## src/rtl/tick_generator_if.sv

```systemverilog
// Tick outputs of tick_generator, bundled for the display/timekeeping consumers.
// Square-wave signals exist only when TICK_GEN_SQUARE_EN is defined.
`timescale 1ns/1ps

interface tick_generator_if;
  logic clk_out_5Hz;
  logic clk_out_1Hz;
`ifdef TICK_GEN_SQUARE_EN
  logic sq_out_5Hz;
  logic sq_out_1Hz;
`endif

`ifdef TICK_GEN_SQUARE_EN
  modport master (output clk_out_5Hz, output clk_out_1Hz, output sq_out_5Hz, output sq_out_1Hz);
  modport slave  (input  clk_out_5Hz, input  clk_out_1Hz, input  sq_out_5Hz, input  sq_out_1Hz);
`else
  modport master (output clk_out_5Hz, output clk_out_1Hz);
  modport slave  (input  clk_out_5Hz, input  clk_out_1Hz);
`endif
endinterface

```

## src/rtl/tick_generator.sv

```systemverilog
// Derives one-cycle 5 Hz and 1 Hz enable pulses from clk_in via a two-stage divider.
// Optional square-wave outputs are enabled by defining TICK_GEN_SQUARE_EN.
`timescale 1ns/1ps

module tick_generator #(
  parameter int unsigned CLK_IN_RATE_HZ = 100_000_000
) (
  input  logic             clk_in,
  input  logic             reset,
  tick_generator_if.master tick_o
);

  localparam int unsigned Div5 = CLK_IN_RATE_HZ / 5;
  localparam int unsigned CntW = $clog2(Div5);
  localparam logic [CntW-1:0] Cnt5Max = CntW'(Div5 - 1);
  localparam logic [2:0] Cnt1Max = 3'd4;

  logic [CntW-1:0] cnt5_q, cnt5_d;
  logic [2:0]      cnt1_q, cnt1_d;
  logic            tick5_q, tick5_d;
  logic            tick1_q, tick1_d;
  logic            cnt5_wrap;

`ifdef TICK_GEN_SQUARE_EN
  localparam logic [CntW-1:0] Cnt5Half = CntW'(Div5 / 2);
  logic sq5_q, sq5_d;
  logic sq1_q, sq1_d;
`endif

  always_comb begin
    cnt5_wrap = (cnt5_q == Cnt5Max);
    cnt5_d    = cnt5_wrap ? '0 : cnt5_q + CntW'(1);
    cnt1_d    = cnt1_q;
    if (cnt5_wrap) begin
      cnt1_d = (cnt1_q == Cnt1Max) ? 3'd0 : cnt1_q + 3'd1;
    end
    // Both ticks are registered from the wrap condition, so they land on the same cycle.
    tick5_d = cnt5_wrap;
    tick1_d = cnt5_wrap && (cnt1_q == Cnt1Max);
`ifdef TICK_GEN_SQUARE_EN
    sq5_d = (cnt5_d < Cnt5Half);
    sq1_d = (cnt1_d < 3'd2);
`endif
  end

  always_ff @(posedge clk_in or negedge reset) begin
    if (!reset) begin
      cnt5_q  <= '0;
      cnt1_q  <= 3'd0;
      tick5_q <= 1'b0;
      tick1_q <= 1'b0;
`ifdef TICK_GEN_SQUARE_EN
      sq5_q   <= 1'b0;
      sq1_q   <= 1'b0;
`endif
    end else begin
      cnt5_q  <= cnt5_d;
      cnt1_q  <= cnt1_d;
      tick5_q <= tick5_d;
      tick1_q <= tick1_d;
`ifdef TICK_GEN_SQUARE_EN
      sq5_q   <= sq5_d;
      sq1_q   <= sq1_d;
`endif
    end
  end

  assign tick_o.clk_out_5Hz = tick5_q;
  assign tick_o.clk_out_1Hz = tick1_q;
`ifdef TICK_GEN_SQUARE_EN
  assign tick_o.sq_out_5Hz  = sq5_q;
  assign tick_o.sq_out_1Hz  = sq1_q;
`endif

endmodule

```

## src/flat_wrapper.sv

```systemverilog
// flat-port wrapper written by rule: the top's interface ports become plain ports
module tick_generator_flat 
#(
  parameter int unsigned CLK_IN_RATE_HZ = 100_000_000
)
  (clk_in, reset, tick_o_clk_out_5Hz, tick_o_clk_out_1Hz);
  tick_generator_if tick_o_i ();
  input  logic clk_in;
  input  logic reset;
  output wire logic [$bits(tick_o_i.clk_out_5Hz)-1:0] tick_o_clk_out_5Hz;
  output wire logic [$bits(tick_o_i.clk_out_1Hz)-1:0] tick_o_clk_out_1Hz;
  assign tick_o_clk_out_5Hz = tick_o_i.clk_out_5Hz;
  assign tick_o_clk_out_1Hz = tick_o_i.clk_out_1Hz;
  tick_generator #(.CLK_IN_RATE_HZ(CLK_IN_RATE_HZ)) u_core (.clk_in(clk_in), .reset(reset), .tick_o(tick_o_i));
endmodule
```

## config.mk

```make
export PLATFORM = sky130hd
export DESIGN_NAME = tick_generator_flat
export DESIGN_NICKNAME = d
export VERILOG_FILES = /design/src/rtl/tick_generator_if.sv /design/src/rtl/tick_generator.sv /design/src/flat_wrapper.sv
export SDC_FILE = /design/constraint.sdc
export NUM_CORES = 1
export LEC_CHECK = 0
export BUFFER_PORTS_ARGS = -buffer_cell sky130_fd_sc_hd__buf_2
export CORE_MARGIN = 2
export CORE_UTILIZATION = 35
export DETAILED_ROUTE_END_ITERATION = 8
export GPL_TIMING_DRIVEN = 0
export PLACE_DENSITY_LB_ADDON = 0.12
export SYNTH_ARGS = -nofsm -noshare
export SYNTH_HDL_FRONTEND = slang
export SYNTH_SLANG_ARGS = --single-unit
export TNS_END_PERCENT = 20
```

## constraint.sdc

```tcl
create_clock -name clk_in -period 2.85 [get_ports clk_in]
set_input_delay 0.1425 -clock clk_in [delete_from_list [all_inputs] [get_ports clk_in]]
set_output_delay 0.1425 -clock clk_in [all_outputs]
set_load 0.02 [all_outputs]
```

==> impl_metrics.tcl <==
set metrics [dict create \
    vias 1006 \
    fmax_ghz 0.446 \
    drc_errors 0 \
    fin_skew_ps 5.50 \
    synth.yosys.seq_area_share_pct 51.5 \
    cts_tree "done" \
    grt_pass1_vias 1000 \
    synth_seq_cells 30 \
    worstSetupStartpoint "u_core.cnt5_q[9]$_DFF_PN0_" \
    synth_cell_type_count 38 \
    grt_pass1_wl_um 4570 \
    nNetsFinal 148 \
    synth_edf_count 0 \
    outcome "finished clean" \
    crit_end "u_core.cnt1_q[0]$_DFFE_PN0N_" \
    postCtsSetupRepairBufs 0 \
    gp_congestion 0.786 \
    cp_max_fo 8 \
    reg2reg_to "u_core.cnt1_q[0]$_DFFE_PN0N_" \
    synth-async-reset-ratio_pct 100 \
    grt_usage_pct 13.9 \
    numPortBuffers 3 \
    comb_power_share_pct 1.2 \
    coreArea_um2 4000 \
    post-route-util_pct 40.9 \
    final_layout_size_suffix_gt1_share_pct 13.2 \
    cts_root_buffer "clkbuf_8" \
    syn_to_final_growth_pct 12.3 \
    period_share_pct 78.7 \
    max_slew_margin_pct 54.8 \
    vias_per_cell 5.19 \
    tightest_slew_ps 673 \
    finalSetupTns_ps 0 \
    antenna_found_initial 0 \
    reg2reg_slack_ps 610 \
    syn_area_um2 1460 \
    min_period_ps 2240 \
    cts_max_path_buffers 2 \
    p_per_area_nw_per_um2 480 \
    cts.sinks 30 \
    synth_top_area_share_pct 51.5 \
    initial_utilization_pct 36.4 \
    die_height_um 68.5 \
    netlist_top_cells_count "dfrtp_1, xnor2_1, nand3_1, nor2_1" \
    synth.avg_cell_area_um2 11.0 \
    hpwlAfterDp_um 1870 \
    finalSetupViolations 0 \
    p_seq_share_pct 54.3 \
    p_leak_nw 0.708 \
    wl_um 2670 \
    antenna_cells 0 \
    grt_max_degree 31 \
    die_w_um 68.5 \
    grt-ovfl-total 0 \
    dieArea_um2 4690 \
    drtIter0Drc 84 \
    io_pins 4 \
    slew_violations 0 \
    power_switching_uw 163 \
    antenna_left 0 \
    reg2reg_from "u_core.cnt5_q[9]$_DFF_PN0_" \
    ctsResizeCount 0 \
    critPathKind "reg -> reg" \
    clkTransAtPathRegs_ps 60 \
    cts_buffers 5 \
    hold_viol_final 0 \
    peakVddDrop_mv 0.239 \
    fin_cells 194 \
    synth_fp_nets 137 \
    rsz0062_at_grt "false" \
    sw_frac_of_total_pct 20.7 \
    maxCapViolCount 0 \
    required_ps 3020 \
    p_clk_share_pct 44.5 \
    ys.flop_type "dfrtp_1" \
    p_int_uw 622 \
    arrival_ps 2420 \
    place_inst 185 \
    wl_per_cell_um 13.8 \
    ys_top_cells_by_area "dfrtp_1, xnor2_1, nand3_1" \
    synth_most_common_cell "dfrtp_1" \
    num_rows 23 \
    yosysWarnings 0 \
    yosysTopAreaCell "dfrtp_1" \
    syn_inst 132 \
    worstSetupEndpointType "register" \
    htreeDepth 2 \
    r2r_cells 5 \
    firstDrtPassIters 4 \
    hp-class "in -> async" \
    cp-start-kind "register" \
    clk_latency_ps 290 \
]
-- through the flow --
stage	power [mW]	instance area (µm²)	hold WS, ps	setup WS, ps
after global routing	0.818	1640	495	525
after detailed placement	0.443	1530	220	598
after global placement	0.443	1530	222	620
final	0.784	1640	419	606
after floorplan	0.434	1460	-153	758
after CTS	0.798	1640	450	593
-- cell usage in the layout (no fill, tap or decap), drive strengths merged, types with 2 or more instances in the layout --
cell type / count
dfrtp: 30
xnor2: 13
nor2: 10
nand3: 10
nand4: 9
nand2: 8
clkbuf: 8
and3: 5
inv: 5
buf: 5
xor2: 4
a21oi: 4
nor3: 3
ha: 3
nor4: 3
or4: 3
and4: 2
nor2b: 2
or4b: 2
-- what timing repair did --
action | in CTS | in global routing
endpoints found under the hold margin | 30 | 0
endpoints found under the setup margin | 0 | 0
hold buffers | 1 | 0
-- layout make-up --
type	count	area, µm²
inverter	5	18.8
clock inverter	1	5.00
timing repair buffer	4	25.0
sequential	30	751
clock buffer	7	86.3
buffer	3	22.5
tap	50	62.6
fill	396	2360
multi-input combinational	94	664
-- worst max-delay path, cell delays in order, from the launching register on --
cell	delay (ps)
dfrtp_1	430
or4b_2	720
nor4_4	290
and3_1	190
buf_4	170
mux2_1	330
-- worst min-delay path by stage --
stage,start,cells after the start,end
6_report,reset,2,u_core.cnt5_q[13]$_DFF_PN0_
5_1_grt,reset,2,u_core.cnt5_q[13]$_DFF_PN0_
4_1_cts,reset,2,u_core.cnt5_q[21]$_DFF_PN0_
3_5_place_dp,reset,1,u_core.cnt5_q[13]$_DFF_PN0_
3_3_place_gp,reset,1,u_core.tick_o.clk_out_5Hz$_DFF_PN0_
2_1_floorplan,reset,0,u_core.cnt1_q[0]$_DFFE_PN0N_
-- kinds of logic after synthesis --
group	Yosys count	share of synthesized area, %
XOR/XNOR	17	10.2
AO/OA/AOI/OAI	13	6.36
multiplexers	2	1.46
AND/OR/NAND/NOR	59	25.0
buffers and inverters	8	2.84
adder cells (fa/ha/maj)	3	2.58
flip-flops	30	51.5
-- power groups by stage --
stage	sequential, mW	clock (mW)	combinational, mW
finish	0.426	0.349	0.00943
global route	0.425	0.381	0.0114
CTS	0.426	0.361	0.0104
detailed placement	0.434	0	0.00931
global placement	0.434	0	0.00934
floorplan	0.434	0	0.000000235
-- routing by layer --
| metal | vias up | global-route usage, % | wire length (µm) |
|---|---|---|---|
| li1 | 501 | - | - |
| met1 | 480 | 17.1 | 1270 |
| met2 | 17 | 21.2 | 1220 |
| met3 | 8 | 3.90 | 103 |
| met4 | 0 | 9.00 | 85 |
| met5 | - | 0 | 0 |
-- flip-flops by register name (all words and copies together), names as in the netlist --
signal,flops
u_core.cnt5_q,25
u_core.cnt1_q,3
u_core.tick_o.clk_out_1Hz,1
u_core.tick_o.clk_out_5Hz,1
Power figures use the tool's default switching activity.
